File: src/rtl/reg_file_dumper_if.sv
// Stream and read-port bundle between the register-file dumper and its neighbours.
// slave = dumper side, master = register file / consumer / requester side.
interface reg_file_dumper_if #(
  parameter int W = 8,
  parameter int D = 3
);
  logic         Start;
  logic [D-1:0] StartAddr;
  logic [D:0]   Count;
  logic [D-1:0] RaddrOut;
  logic [W-1:0] RdataIn;
  logic [W-1:0] DataOut;
  logic [D-1:0] AddrTag;
  logic         Valid;
  logic         Ready;
  logic         Busy;
  logic         Done;

  modport master (
    output Start, StartAddr, Count, RdataIn, Ready,
    input  RaddrOut, DataOut, AddrTag, Valid, Busy, Done
  );

  modport slave (
    input  Start, StartAddr, Count, RdataIn, Ready,
    output RaddrOut, DataOut, AddrTag, Valid, Busy, Done
  );
endinterface

File: src/rtl/reg_file_dumper.sv
// Walks a wrapping address range through a combinational register-file read port
// and streams each captured word with its address over valid/ready.
//
// state | meaning
// IDLE  | waiting for Start
// FETCH | RaddrOut driven, word captured at the end of this cycle
// SEND  | word presented with Valid, held until Ready
// DONE  | one-cycle completion pulse, then back to IDLE
module reg_file_dumper #(
  parameter int W = 8,
  parameter int D = 3
) (
  input  logic              Clk,
  input  logic              Reset,
  reg_file_dumper_if.slave  bus
);

  typedef enum logic [1:0] {
    S_IDLE  = 2'd0,
    S_FETCH = 2'd1,
    S_SEND  = 2'd2,
    S_DONE  = 2'd3
  } state_t;

  state_t       state_q, state_d;
  logic [D-1:0] raddr_q, raddr_d;
  logic [D:0]   remaining_q, remaining_d;
  logic [W-1:0] data_q, data_d;
  logic [D-1:0] tag_q, tag_d;
  logic         valid_q, valid_d;
  logic         busy_q, busy_d;
  logic         done_q, done_d;

  always_comb begin
    state_d     = state_q;
    raddr_d     = raddr_q;
    remaining_d = remaining_q;
    data_d      = data_q;
    tag_d       = tag_q;

    case (state_q)
      S_IDLE: begin
        if (bus.Start) begin
          if (bus.Count != '0) begin
            raddr_d     = bus.StartAddr;
            remaining_d = bus.Count;
            state_d     = S_FETCH;
          end else begin
            state_d = S_DONE;
          end
        end
      end
      S_FETCH: begin
        data_d  = bus.RdataIn;
        tag_d   = raddr_q;
        state_d = S_SEND;
      end
      S_SEND: begin
        if (valid_q && bus.Ready) begin
          if (remaining_q == (D+1)'(1)) begin
            state_d = S_DONE;
          end else begin
            remaining_d = remaining_q - (D+1)'(1);
            raddr_d     = raddr_q + D'(1);
            state_d     = S_FETCH;
          end
        end
      end
      S_DONE:  state_d = S_IDLE;
      default: state_d = S_IDLE;
    endcase

    // Status outputs are registered, so derive them from the next state.
    valid_d = (state_d == S_SEND);
    busy_d  = (state_d == S_FETCH) || (state_d == S_SEND);
    done_d  = (state_d == S_DONE);
  end

  always_ff @(posedge Clk) begin
    if (Reset) begin
      state_q     <= S_IDLE;
      raddr_q     <= '0;
      remaining_q <= '0;
      data_q      <= '0;
      tag_q       <= '0;
      valid_q     <= 1'b0;
      busy_q      <= 1'b0;
      done_q      <= 1'b0;
    end else begin
      state_q     <= state_d;
      raddr_q     <= raddr_d;
      remaining_q <= remaining_d;
      data_q      <= data_d;
      tag_q       <= tag_d;
      valid_q     <= valid_d;
      busy_q      <= busy_d;
      done_q      <= done_d;
    end
  end

  assign bus.RaddrOut = raddr_q;
  assign bus.DataOut  = data_q;
  assign bus.AddrTag  = tag_q;
  assign bus.Valid    = valid_q;
  assign bus.Busy     = busy_q;
  assign bus.Done     = done_q;

endmodule

File: src/flat_wrapper.sv
// flat-port wrapper written by rule: the top's interface ports become plain ports
module reg_file_dumper_flat 
#(
  parameter int W = 8,
  parameter int D = 3
)
  (Clk, Reset, bus_Start, bus_StartAddr, bus_Count, bus_RdataIn, bus_Ready, bus_RaddrOut, bus_DataOut, bus_AddrTag, bus_Valid, bus_Busy, bus_Done);
  reg_file_dumper_if #(.W(W), .D(D)) bus_i ();
  input  logic Clk;
  input  logic Reset;
  input wire logic [$bits(bus_i.Start)-1:0] bus_Start;
  input wire logic [$bits(bus_i.StartAddr)-1:0] bus_StartAddr;
  input wire logic [$bits(bus_i.Count)-1:0] bus_Count;
  input wire logic [$bits(bus_i.RdataIn)-1:0] bus_RdataIn;
  input wire logic [$bits(bus_i.Ready)-1:0] bus_Ready;
  output wire logic [$bits(bus_i.RaddrOut)-1:0] bus_RaddrOut;
  output wire logic [$bits(bus_i.DataOut)-1:0] bus_DataOut;
  output wire logic [$bits(bus_i.AddrTag)-1:0] bus_AddrTag;
  output wire logic [$bits(bus_i.Valid)-1:0] bus_Valid;
  output wire logic [$bits(bus_i.Busy)-1:0] bus_Busy;
  output wire logic [$bits(bus_i.Done)-1:0] bus_Done;
  assign bus_i.Start = bus_Start;
  assign bus_i.StartAddr = bus_StartAddr;
  assign bus_i.Count = bus_Count;
  assign bus_i.RdataIn = bus_RdataIn;
  assign bus_i.Ready = bus_Ready;
  assign bus_RaddrOut = bus_i.RaddrOut;
  assign bus_DataOut = bus_i.DataOut;
  assign bus_AddrTag = bus_i.AddrTag;
  assign bus_Valid = bus_i.Valid;
  assign bus_Busy = bus_i.Busy;
  assign bus_Done = bus_i.Done;
  reg_file_dumper #(.W(W), .D(D)) u_core (.Clk(Clk), .Reset(Reset), .bus(bus_i));
endmodule
File: config.mk
export PLATFORM = sky130hd
export DESIGN_NAME = reg_file_dumper_flat
export DESIGN_NICKNAME = d
export VERILOG_FILES = /design/src/rtl/reg_file_dumper_if.sv /design/src/rtl/reg_file_dumper.sv /design/src/flat_wrapper.sv
export SDC_FILE = /design/constraint.sdc
export NUM_CORES = 1
export LEC_CHECK = 0
export ABC_AREA = 1
export BUFFER_PORTS_ARGS = -buffer_cell sky130_fd_sc_hd__buf_2
export CORE_ASPECT_RATIO = 0.75
export CORE_UTILIZATION = 49
export DETAILED_ROUTE_END_ITERATION = 12
export GPL_TIMING_DRIVEN = 0
export HOLD_SLACK_MARGIN = 0.1
export PLACE_DENSITY = 0.78
export SETUP_SLACK_MARGIN = 0.1
export SYNTH_ARGS = -nofsm -noshare
export SYNTH_HDL_FRONTEND = slang
export SYNTH_SLANG_ARGS = --single-unit
File: constraint.sdc
create_clock -name Clk -period 1.9 [get_ports Clk]
set_input_delay 0.095 -clock Clk [delete_from_list [all_inputs] [get_ports Clk]]
set_output_delay 0.095 -clock Clk [all_outputs]
set_load 0.01 [all_outputs]
# ---- After elaboration in Yosys (flattened, before gate mapping)
# Index checks and enable logic that the tools add are counted.
dict set report totals {
  reg_bits 23
  word_cells 42
}
dict set report op_classes {
  n_reduce_logical 6
  eq_ne 11
  n_mux 15
  n_addsub 2
}
# operator count
set ops {}
lappend ops {{$mux W4} 4}
lappend ops {{$mux W3} 4}
lappend ops {{$eq A2 B2 Y1 const B} 4}
lappend ops {{$mux W2} 4}
lappend ops {{$pmux W2 S4} 1}
lappend ops {{$pmux W4 S2} 1}
lappend ops {{$pmux W3 S2} 1}
lappend ops {{$reduce_and A5 Y1} 1}
lappend ops {{$eq A2 B1 Y1 const B} 2}
lappend ops {{$eq A4 B1 Y1 const B} 1}
lappend ops {{$ne A2 B1 Y1 const B} 2}
lappend ops {{$ne A2 B2 Y1 const B} 2}
lappend ops {{$reduce_bool A4 Y1} 1}
lappend ops {{$sub A4 B1 Y4 const B} 1}
lappend ops {{$add A3 B1 Y3 const B} 1}
lappend ops {{$logic_not A2 Y1} 1}
lappend ops {{$reduce_bool A2 Y1} 1}
lappend ops {{$logic_and A1 B1 Y1} 1}
lappend ops {{$logic_or A1 B1 Y1} 1}

# ---- Depth between registers and ports, before layout
dict set report logic_depth {
  word_depth 6
  mapped_depth 9
  mapped_depth_nobuf 9
}

# ---- Worst setup path before layout
# Ideal clock, no wire load.
dict set report synth_path {
  kind {reg2reg}
  startpoint {register u_core.remaining_q[1]}
  endpoint {register u_core.busy_q (netlist: u_core.bus.Busy)}
  t_required_ps 1836
  setup_time_ps 64
  path_buffers 0
  t_arrival_ps 1346
  period_less_slack_ps 1410
  path_slack_ps 490
  stages_incl_launch_ff 9
  path_cell_list {dfxtp_1 > inv_1 > ha_1 > nand3_1 > nand2_1 > nand2_2 > o211ai_1 > ha_1 > nor2_1}
}
dict set report synth_via {
  elab_chain_len 6
}
# element line
set synth_lines {}
lappend synth_lines {{start, declared} reg_file_dumper.sv:27} ;# logic [D:0] remaining_q, remaining_d;
lappend synth_lines {{start signal, assigned} reg_file_dumper.sv:92} ;# remaining_q <= remaining_d;
lappend synth_lines {{$eq A4 B1 Y1 *} reg_file_dumper.sv:60} ;# if (remaining_q == (D+1)'(1)) begin
lappend synth_lines {{$mux W2 *} reg_file_dumper.sv:60}
lappend synth_lines {{$mux W2 *} reg_file_dumper.sv:59} ;# if (valid_q && bus.Ready) begin
lappend synth_lines {{$pmux W2 S4 *} reg_file_dumper.sv:41} ;# case (state_q)
lappend synth_lines {{$eq A2 B1 Y1 / $eq A2 B2 Y1 (equally long branches)} reg_file_dumper.sv:75} ;# busy_d = (state_d == S_FETCH) || (state_d == S_SEND);
lappend synth_lines {{$logic_or A1 B1 Y1 *} reg_file_dumper.sv:75}
lappend synth_lines {{end signal, assigned} reg_file_dumper.sv:96} ;# busy_q <= busy_d;
lappend synth_lines {{end, declared} reg_file_dumper.sv:31} ;# logic busy_q, busy_d;
# Mark *: on every way between the ends. The rest lies on a longest branch, timed or not.
# A chain may end at the register's enable or synchronous reset.

# ---- Worst setup path after layout
# Same ends and word-level chain as after synthesis.

==> impl_metrics.yaml <==
sta:
  worst_pin_slew_ns: 0.3005
  slew_violations: 0
  period_needed_ns: 1.578
  fmax_ghz: 0.6335
  finalSetupViolations: 0
  fin_skew_ns: 0.004758
  finalHoldViolations: 0
  fin_setup_tns_ns: 0
  rsz0062_at_grt: "no"
  period_share_pct: 83.08
  slew_headroom_pct: 79.88
power_and_ir_drop:
  p_clk_share_pct: 20.6
  seq_power_share_pct: 52.2
  p_leak_nw: 0.7763
  combPwrFrac_pct: 27.2
  p_switching_w: 0.0003416
  powerDensity_mw_per_mm2: 760.1
  p_sw_share_pct: 31.65
  intPower_w: 0.0007378
  max-vdd-ir-drop_mv: 0.5566
placement:
  gp_congestion: 0.7501
  dpl_cell_area_mm2: 0.001303
  hpwl_um: 1824
  io_buffer_count: 35
critical_path:
  cp-startpoint: "u_core.remaining_q[1]"
  cp_max_fo: 6
  cp_data_required_time_ns: 2.16
  start_kind: "flip-flop"
  r2r_cells: 8
  r2r_slack_ns: 0.32
  path_class: "flip-flop to flip-flop"
  end_kind: "flip-flop"
  cp.arrival_ns: 1.84
  r2r-start: "u_core.remaining_q[1]"
run:
  maxCapViolations: 0
finish:
  final_cell_mix: "nor2_1, buf_2, nand2_1"
  final_common_cell: "nor2_1"
  diodes: 0
  design_area_mm2: 0.001420
  num-nets-final: 230
  syn_to_final_growth_pct: 29.42
  drive_above_1_share_pct: 26.34
global_route:
  antenna_found_initial: 0
  grt_max_degree: 14
  grt_use_total_pct: 23.48
  grt_pass1_vias: 1011
  grt-ovfl-total: 0
  grt_pass1_wl_um: 4395
synthesis:
  synth.distinct_cells: 22
  synth-compound-area-share_pct: 8.780
  ys_ff_latch: 23
  synth_fp_nets: 181
  postSynthAreaPerCell_um2: 6.989
  synth.area.top_cells: "dfxtp_1, nor2_1, nand2_1"
  synth_top_area_cell: "dfxtp_1"
  syn_area_mm2: 0.001097
  yosys.area_share.adder_pct: 5.701
  synth_top_cell_area_share_pct: 41.96
  synth_top_family_by_area: "simple AND/OR/NAND/NOR gates"
  synth_cells: 157
  synth_simple_gate_area_share_pct: 35.23
  synth.mux.area_fraction_pct: 0
  synth_xor_area_share_pct: 0
  synth_warnings: 0
  seq_area_frac_synth_pct: 41.96
hold_path:
  min_path_type: "input port to flip-flop"
  worstHoldStart: "bus_Count[2]"
  hold_path_depth: 5
clock_tree:
  clock_latency_ns: 0.31
  cts_resized: 0
  h-tree-depth: 1
  cts_buffer_depth: 2
  path_clk_slew_ns: 0.12
  root_buffer: "clkbuf_4"
  cts_made_buffers: 3
  clock_sinks: 23
  cts_setup_buffers: 0
  ctsHoldBuffers: 9
  cts_tree: "built"
route:
  via_per_inst: 4.808
  dr.first_iter.drc_count: 46
  drc: 0
  antenna_left: 0
  drt-pass1-iter-count: 4
  vias: 1101
  wl_per_cell_um: 10.81
  drt-total-wl_um: 2476
die:
  rows: 14
  fp.dieW_um: 56.64
  core_mm2: 0.002049
  die_area_mm2: 0.002434
  io_pins: 36
  die_h_um: 42.98
  start_util_pct: 53.54
run_status:
  outcome: "finished clean"
-- worst max-delay path: stages (launching register included) --
cell      delay (ns)
dfxtp_1         0.37
inv_1           0.07
ha_1            0.17
nand3_1         0.09
nand2_1         0.09
nand2_2         0.15
o211ai_1        0.17
ha_1            0.32
nor2_1          0.10
-- layout make-up --
type	count	area [um^2]
Timing Repair Buffer	44	265.3
Inverter	16	62.56
Multi-Input combinational cell	114	545.5
Buffer	4	28.78
Clock inverter	1	5.005
Sequential cell	23	460.4
Clock buffer	3	22.52
Fill cell	190	629.4
Tap cell	24	30.03
-- per-stage QoR --
stage	cells	power (W)	utilization [%]	worst slack [ns]	hold WS (ns)
final	229	0.001079	69.29	0.3216	0.1373
after CTS	229	0.001093	69.29	0.3138	0.1303
after global placement	216	0.0008420	63.55	0.3800	0.3150
after detailed placement	216	0.0008529	63.55	0.3473	0.3241
after floorplan	157	0.0007594	-	0.4900	0.1617
after global routing	229	0.001170	69.29	0.1485	0.1242
-- cells in the mapped netlist --
cell type,n
inv_2,2
dfxtp_1,23
inv_4,1
o211ai_1,1
buf_6,1
clkbuf_2,1
nand3b_1,4
nor2_1,42
nand3_1,6
buf_2,1
nand2_2,3
buf_4,1
inv_1,13
a21oi_1,1
or2_2,2
o21ai_0,14
a21oi_2,1
nand2_1,32
ha_1,5
nand2_4,1
nor2_2,1
o21ai_1,1
-- routing by layer --
layer  share of wire [%]  global-route usage [%]  vias to the layer above
met5                   0                       0                        -
met4                0.53                   5.854                        0
met3                 6.2                   7.012                        2
met2                  45                   36.94                       31
met1                  48                   31.57                      486
li1                    -                       -                      582
-- sequential cells by signal, summed over array words and instances, names as in the netlist --
name,cells
u_core.bus.DataOut,8
u_core.remaining_q,4
u_core.bus.AddrTag,3
u_core.bus.RaddrOut,3
u_core.state_q,2
u_core.bus.Busy,1
u_core.bus.Done,1
u_core.bus.Valid,1
-- kinds of logic after synthesis --
group / after synthesis
buffers and inverters: 20
DFF: 23
AOI/OAI and AO/OA: 18
adders and majority gates: 5
and+or+nand+nor: 91
-- power groups by stage --
stage / clock network [W] / logic [W] / registers [W]
floorplan: 0 / 0.000174 / 0.000586
global route: 0.000259 / 0.000340 / 0.000571
CTS: 0.000235 / 0.000295 / 0.000563
finish: 0.000222 / 0.000293 / 0.000564
global placement: 0 / 0.000271 / 0.000571
detailed placement: 0 / 0.000279 / 0.000574
-- worst paths after layout --
| kind | to |
|---|---|
| setup reg to reg | u_core.bus.Busy |
| setup / recovery | u_core.bus.Busy |
| hold / removal | u_core.remaining_q[2] |
| hold reg to reg | u_core.remaining_q[1] |
Power figures use the tool's default switching activity.
